**src/rtl/cross_bar_arb_if.sv**
```systemverilog
// Handshake and select bundle between the four cross_bar requesters and the cross_bar_arb arbiter.
// master = requester/downstream side, slave = arbiter side.
interface cross_bar_arb_if;
  logic [3:0] REQ;
  logic [3:0] LAST;
  logic [1:0] DST0;
  logic [1:0] DST1;
  logic [1:0] DST2;
  logic [1:0] DST3;
  logic [3:0] ORDY;
  logic [1:0] SEL0;
  logic [1:0] SEL1;
  logic [1:0] SEL2;
  logic [1:0] SEL3;
  logic [3:0] GNT;
  logic [3:0] ACK;
  logic [3:0] OVLD;
  logic [3:0] TOUT;

  modport master (
    output REQ, LAST, DST0, DST1, DST2, DST3, ORDY,
    input  SEL0, SEL1, SEL2, SEL3, GNT, ACK, OVLD, TOUT
  );

  modport slave (
    input  REQ, LAST, DST0, DST1, DST2, DST3, ORDY,
    output SEL0, SEL1, SEL2, SEL3, GNT, ACK, OVLD, TOUT
  );
endinterface

```
**src/rtl/cross_bar_arb.sv**
```systemverilog
// Per-output round-robin arbiter/sequencer driving the 4x4 cross_bar select lines and burst handshakes.
// Optional stall timeout with forced release is enabled by defining XBAR_TIMEOUT_EN.
module cross_bar_arb #(
  parameter int unsigned TO_CYC = 256
) (
  input  logic            CLK,
  input  logic            RST,
  cross_bar_arb_if.slave  bus
);

  typedef enum logic {IDLE = 1'b0, BUSY = 1'b1} state_e;

  if (TO_CYC < 2 || TO_CYC > 65535) begin : g_bad_to_cyc
    $error("cross_bar_arb: TO_CYC must lie in 2..65535");
  end

  state_e     state_q [4];
  logic [1:0] sel_q   [4];
  logic [1:0] ptr_q   [4];
  logic [3:0] gnt_q;

  logic [1:0] dst     [4];
  logic [3:0] ack;
  logic [3:0] ovld;
  logic [3:0] done;
  logic [3:0] to_hit;
  logic [3:0] win_vld;
  logic [1:0] win_idx [4];

  assign dst[0] = bus.DST0;
  assign dst[1] = bus.DST1;
  assign dst[2] = bus.DST2;
  assign dst[3] = bus.DST3;

  always_comb begin
    for (int i = 0; i < 4; i++) begin
      ack[i] = bus.REQ[i] & gnt_q[i] & bus.ORDY[dst[i]];
    end
  end

  // Candidates are scanned from PTRj upward; scanning in reverse lets the nearest one win.
  always_comb begin : p_arb
    logic [1:0] cand;
    for (int j = 0; j < 4; j++) begin
      // NOTE: defaults first so every path assigns every output, otherwise a latch is inferred.
      win_vld[j] = 1'b0;
      win_idx[j] = '0;
      ovld[j]    = (state_q[j] == BUSY) & bus.REQ[sel_q[j]];
      done[j]    = (state_q[j] == BUSY) & ack[sel_q[j]] & bus.LAST[sel_q[j]];
      for (int k = 3; k >= 0; k--) begin
        cand = ptr_q[j] + 2'(k);
        if (bus.REQ[cand] && (dst[cand] == 2'(j)) && !gnt_q[cand]) begin
          win_vld[j] = 1'b1;
          win_idx[j] = cand;
        end
      end
    end
  end

  always_ff @(posedge CLK or posedge RST) begin
    if (RST) begin
      // NOTE: these arrays are control state, not storage, so every entry is reset.
      for (int j = 0; j < 4; j++) begin
        state_q[j] <= IDLE;
        sel_q[j]   <= '0;
        ptr_q[j]   <= '0;
      end
      gnt_q <= '0;
    end else begin
      // NOTE: sequential state is updated with non-blocking assignments only.
      for (int j = 0; j < 4; j++) begin
        case (state_q[j])
          IDLE: begin
            if (win_vld[j]) begin
              sel_q[j]          <= win_idx[j];
              gnt_q[win_idx[j]] <= 1'b1;
              state_q[j]        <= BUSY;
            end
          end
          BUSY: begin
            if (done[j] || to_hit[j]) begin
              gnt_q[sel_q[j]] <= 1'b0;
              ptr_q[j]        <= sel_q[j] + 2'd1;
              state_q[j]      <= IDLE;
            end
          end
        endcase
      end
    end
  end

`ifdef XBAR_TIMEOUT_EN
  localparam logic [15:0] TO_LIM = 16'(TO_CYC - 1);

  logic [15:0] stall_q [4];
  logic [3:0]  tout_q;

  always_comb begin
    for (int j = 0; j < 4; j++) begin
      to_hit[j] = (state_q[j] == BUSY) & ~ack[sel_q[j]] & (stall_q[j] == TO_LIM);
    end
  end

  // Counter holds the number of stalled BUSY cycles already seen; it never passes TO_LIM.
  always_ff @(posedge CLK or posedge RST) begin
    if (RST) begin
      for (int j = 0; j < 4; j++) begin
        stall_q[j] <= '0;
      end
      tout_q <= '0;
    end else begin
      for (int j = 0; j < 4; j++) begin
        if ((state_q[j] == BUSY) && !ack[sel_q[j]] && !to_hit[j]) begin
          stall_q[j] <= stall_q[j] + 16'd1;
        end else begin
          stall_q[j] <= '0;
        end
      end
      tout_q <= to_hit;
    end
  end

  assign bus.TOUT = tout_q;
`else
  assign to_hit   = '0;
  assign bus.TOUT = '0;
`endif

  assign bus.SEL0 = sel_q[0];
  assign bus.SEL1 = sel_q[1];
  assign bus.SEL2 = sel_q[2];
  assign bus.SEL3 = sel_q[3];
  assign bus.GNT  = gnt_q;
  assign bus.ACK  = ack;
  assign bus.OVLD = ovld;

endmodule

```
**src/flat_wrapper.sv**
```systemverilog
// flat-port wrapper written by rule: the top's interface ports become plain ports
module cross_bar_arb_flat 
#(
  parameter int unsigned TO_CYC = 256
)
  (CLK, RST, bus_REQ, bus_LAST, bus_DST0, bus_DST1, bus_DST2, bus_DST3, bus_ORDY, bus_SEL0, bus_SEL1, bus_SEL2, bus_SEL3, bus_GNT, bus_ACK, bus_OVLD, bus_TOUT);
  cross_bar_arb_if bus_i ();
  input  logic CLK;
  input  logic RST;
  input wire logic [$bits(bus_i.REQ)-1:0] bus_REQ;
  input wire logic [$bits(bus_i.LAST)-1:0] bus_LAST;
  input wire logic [$bits(bus_i.DST0)-1:0] bus_DST0;
  input wire logic [$bits(bus_i.DST1)-1:0] bus_DST1;
  input wire logic [$bits(bus_i.DST2)-1:0] bus_DST2;
  input wire logic [$bits(bus_i.DST3)-1:0] bus_DST3;
  input wire logic [$bits(bus_i.ORDY)-1:0] bus_ORDY;
  output wire logic [$bits(bus_i.SEL0)-1:0] bus_SEL0;
  output wire logic [$bits(bus_i.SEL1)-1:0] bus_SEL1;
  output wire logic [$bits(bus_i.SEL2)-1:0] bus_SEL2;
  output wire logic [$bits(bus_i.SEL3)-1:0] bus_SEL3;
  output wire logic [$bits(bus_i.GNT)-1:0] bus_GNT;
  output wire logic [$bits(bus_i.ACK)-1:0] bus_ACK;
  output wire logic [$bits(bus_i.OVLD)-1:0] bus_OVLD;
  output wire logic [$bits(bus_i.TOUT)-1:0] bus_TOUT;
  assign bus_i.REQ = bus_REQ;
  assign bus_i.LAST = bus_LAST;
  assign bus_i.DST0 = bus_DST0;
  assign bus_i.DST1 = bus_DST1;
  assign bus_i.DST2 = bus_DST2;
  assign bus_i.DST3 = bus_DST3;
  assign bus_i.ORDY = bus_ORDY;
  assign bus_SEL0 = bus_i.SEL0;
  assign bus_SEL1 = bus_i.SEL1;
  assign bus_SEL2 = bus_i.SEL2;
  assign bus_SEL3 = bus_i.SEL3;
  assign bus_GNT = bus_i.GNT;
  assign bus_ACK = bus_i.ACK;
  assign bus_OVLD = bus_i.OVLD;
  assign bus_TOUT = bus_i.TOUT;
  cross_bar_arb #(.TO_CYC(TO_CYC)) u_core (.CLK(CLK), .RST(RST), .bus(bus_i));
endmodule
```
**config.mk**
```make
export PLATFORM = sky130hd
export DESIGN_NAME = cross_bar_arb_flat
export DESIGN_NICKNAME = d
export VERILOG_FILES = /design/src/rtl/cross_bar_arb_if.sv /design/src/rtl/cross_bar_arb.sv /design/src/flat_wrapper.sv
export SDC_FILE = /design/constraint.sdc
export NUM_CORES = 1
export LEC_CHECK = 0
export ABC_AREA = 1
export BUFFER_PORTS_ARGS = -buffer_cell sky130_fd_sc_hd__buf_2
export CAP_MARGIN = 20
export CORE_MARGIN = 4
export CORE_UTILIZATION = 50
export DETAILED_ROUTE_END_ITERATION = 16
export PLACE_DENSITY_LB_ADDON = 0.25
export SLEW_MARGIN = 10
export SYNTH_ARGS = -nofsm -noshare
export SYNTH_HDL_FRONTEND = slang
export SYNTH_SLANG_ARGS = --single-unit
```
**constraint.sdc**
```tcl
create_clock -name CLK -period 2.3 [get_ports CLK]
set_clock_uncertainty 0.15 [all_clocks]
set_input_delay 0.115 -clock CLK [delete_from_list [all_inputs] [get_ports CLK]]
set_output_delay 0.115 -clock CLK [all_outputs]
set_load 0.05 [all_outputs]
```
==> reports/results.ini <==
[outcome]
status=completed

[timing]
setup_tns_ns=0
layout_worst_path_cycle_share_pct=94.3
fin_crit_ns=2.17
final_hold_viol_count=0
whs_ns=0.199
maxSlewViolCount=0
fmaxAchievable_mhz=461
layout_setup_ws_ns=0.131
setup_violations=0

[min_path]
holdCritPathClass=primary input to asynchronous set/reset pin

[die]
chipHeight_um=86.5
coreArea_mm2=0.00596
start_util_pct=51.8
io_pins=46
rows=28
dieArea_mm2=0.00749
die_w_um=86.5

[global_routing]
grt_pass1_wl_um=15100
grt_pass1_vias=3261
grt_max_degree=17
grt_use_total_pct=25.0
grt_antenna_before_repair=0
grt.overflow.total=0

[setup_path]
worstSetupPathType=register to register
cp.arrival_ns=2.19
cp_num_buf_inv=2
path_cells=inv_4 -> nand2_1 -> nand2_1 -> nor2_1 -> nand2_1 -> nand2_2 -> nor2_1 -> nand2_2 -> nand2_4 -> inv_1 -> nand3_1 -> nand2_1 -> nand3_1 -> nand2_1 -> nand2_1 -> nand2_1 -> nand2_1 -> nand2_1
slowest_stage=dfrtp_2
crit_path_end_kind=register
start_kind=register
crit_path_frequent_cell=nand2_1
crit_family=simple AND/OR/NAND/NOR gates
crit_fanout=11
required_ns=2.32
worst_path_largest_cell_delay_ns=0.45

[routing]
drt-vias-per-instance=5.44
wl_um=9340
drtIter0Drc=233
routedWlPerCell_um=13.9
highest_layer=met4
wl_met1_um=3860
drc_errors=0
firstDrtPassIters=5
wl_met2_um=4590
ant_nets=0
dr_wl_met3_um=682
num_vias=3666

[final_layout]
drive_gt1_share_pct=19.7
most-common-layout-cells=187 x nand2_1, 63 x inv_1, 44 x nor2_1, 44 x nand3_1, 41 x buf_2
final_common_cell=nand2_1
nets=638
layout-area-overhead-vs-synth_pct=16.8
antennaDiodeCount=0

[cts]
h-tree-depth=1
cts_buffer_depth=2
clock_sinks=24
cts-root-buf=clkbuf_8
clk_pin_slew_ns=0.09
worstSkewPairLatency_ns=0.27
cts_tree=done
cts_buffers=3

[yosys]
netlist_area_mm2=0.00308
synth_area_leaders=nand2_1 23%, dfrtp_1 19%, inv_1 8.0%
netlist_instances=542
avgSynthCellArea_um2=5.69
synthSimpleGateAreaFrac_pct=44.5
ys_ff_latch=24
synth_compound_area_share_pct=15.8
synthAdderAreaFrac_pct=6.49
synthXorXnorAreaFrac_pct=0.852
netlist.area_leader.share_pct=23.2
synth_top_family_by_area=simple AND/OR/NAND/NOR gates
synthMuxAreaShare_pct=0.649
ys_types=32
ys_warn_count=0
synth_top_area_cell=nand2_1
seq_area_frac_synth_pct=19.5

[power_and_ir_drop]
power_frac_seq_pct=18.0
sw_frac_of_total_pct=59.5
p_per_area_mw_per_mm2=1430
worst_ir_drop_vdd_uv=851
p_clk_share_pct=7.4
p_sw_mw=3.05
combPwrFrac_pct=74.6
p_total_mw=5.13
p_int_mw=2.08
p_leak_nw=2.04

[placed_design]
place.gp.congestion=0.916
dp_hpwl_um=7340
portBuffers=41
dpl_worst_slack_ns=-0.00211

[run]
maxCapViolCount=0

[synth_stat cells]
| cell | number |
|---|---|
| a21oi_4 | 1 |
| buf_2 | 5 |
| nor2_2 | 8 |
| nand2_2 | 10 |
| buf_6 | 3 |
| o21bai_1 | 1 |
| a21boi_0 | 1 |
| a21oi_2 | 2 |
| mux2i_1 | 2 |
| a21oi_1 | 24 |
| a31oi_1 | 3 |
| o2111ai_1 | 1 |
| ha_1 | 16 |
| nand2b_1 | 1 |
| nand3_1 | 45 |
| nand3_2 | 3 |
| xor2_1 | 3 |
| nand2_1 | 191 |
| o21ai_0 | 44 |
| o2111a_1 | 1 |
| o21ai_1 | 10 |
| or2_1 | 4 |
| nand4_1 | 11 |
| dfrtp_1 | 24 |
| inv_1 | 66 |
| nand2_4 | 1 |
| conb_1 | 1 |
| inv_2 | 5 |
| buf_4 | 6 |
| clkinv_1 | 1 |
| o21ai_2 | 1 |
| nor2_1 | 47 |
[flip-flops by register name (all words and copies together), names as in the netlist]
signal and count:
u_core.bus.SEL1 2, u_core.bus.SEL3 2, u_core.ptr_q 8, u_core.bus.GNT 4
u_core.bus.SEL2 2, u_core.state_q 4, u_core.bus.SEL0 2
[metrics by stage]
step / util, % / cells / area (µm²)
2_1_floorplan: - / 545 / 3100
3_3_place_gp: 56.8 / 659 / 3390
3_5_place_dp: 56.8 / 659 / 3390
4_1_cts: 58.2 / 664 / 3470
5_1_grt: 60.5 / 674 / 3600
6_report: 60.5 / 674 / 3600
[cell families after synthesis]
| group | count (synthesis) |
|---|---|
| AND/OR/NAND/NOR | 321 |
| other | 1 |
| buffers and inverters | 86 |
| adder cells (fa/ha/maj) | 16 |
| AO/OA/AOI/OAI | 89 |
| flip-flops | 24 |
| XOR/XNOR | 3 |
| multiplexers | 2 |
[final timing paths]
kind / from / end / slack [ns] / cells past startpoint
min reg2reg: u_core.ptr_q[0] / u_core.ptr_q[0] / 0.41 / 2
max: u_core.ptr_q[6] / u_core.bus.GNT[3] / 0.13 / 18
min in group CLK: bus_LAST[2] / u_core.ptr_q[4] / 0.29 / 7
min: RST / u_core.bus.SEL3[0] / 0.20 / 3
max in group asynchronous: RST / u_core.ptr_q[4] / 1.20 / 4
max reg2reg: u_core.ptr_q[6] / u_core.bus.GNT[3] / 0.13 / 18
[layout make-up]
class	instances	area, µm²
clock buffers	3	41.3
clock inverters	1	30.0
fillers	596	2350
inverters	72	273
multi-input cells	435	2170
flip-flops and latches	24	608
well taps	75	93.8
repair buffers	64	384
[worst reg2reg max path: stages (launching register included)]
cell     delay [ns]
dfrtp_2        0.45
inv_4          0.14
nand2_1        0.07
nand2_1        0.11
nor2_1         0.06
nand2_1        0.07
nand2_2        0.08
nor2_1         0.13
nand2_2        0.09
nand2_4        0.11
inv_1          0.05
nand3_1        0.09
nand2_1        0.08
nand3_1        0.07
nand2_1        0.07
nand2_1        0.07
nand2_1        0.05
nand2_1        0.07
nand2_1        0.06
[repair_timing]
item	CTS	global route
gates cloned	0	1
setup buffers	0	9
pin swaps	0	6
gates resized for setup	1	30
hold endpoints to repair	8	0
endpoints found under the setup margin	1	6
hold buffers	1	0
[power by group through the flow]
stage	clock [mW]	combinational (mW)	sequential [mW]
final	0.380	3.83	0.923
after CTS	0.384	3.53	0.915
after detailed placement	0	3.50	0.920
after global placement	0	3.46	0.913
after global routing	0.400	4.27	0.953
after floorplan	0	2.47	1.14
[layer usage]
layer	GRT usage (%)	up-vias
li1	-	1838
met1	32.2	1661
met2	44.1	144
met3	2.76	23
met4	6.52	0
met5	0	-
(Power assumes the default switching activity.)
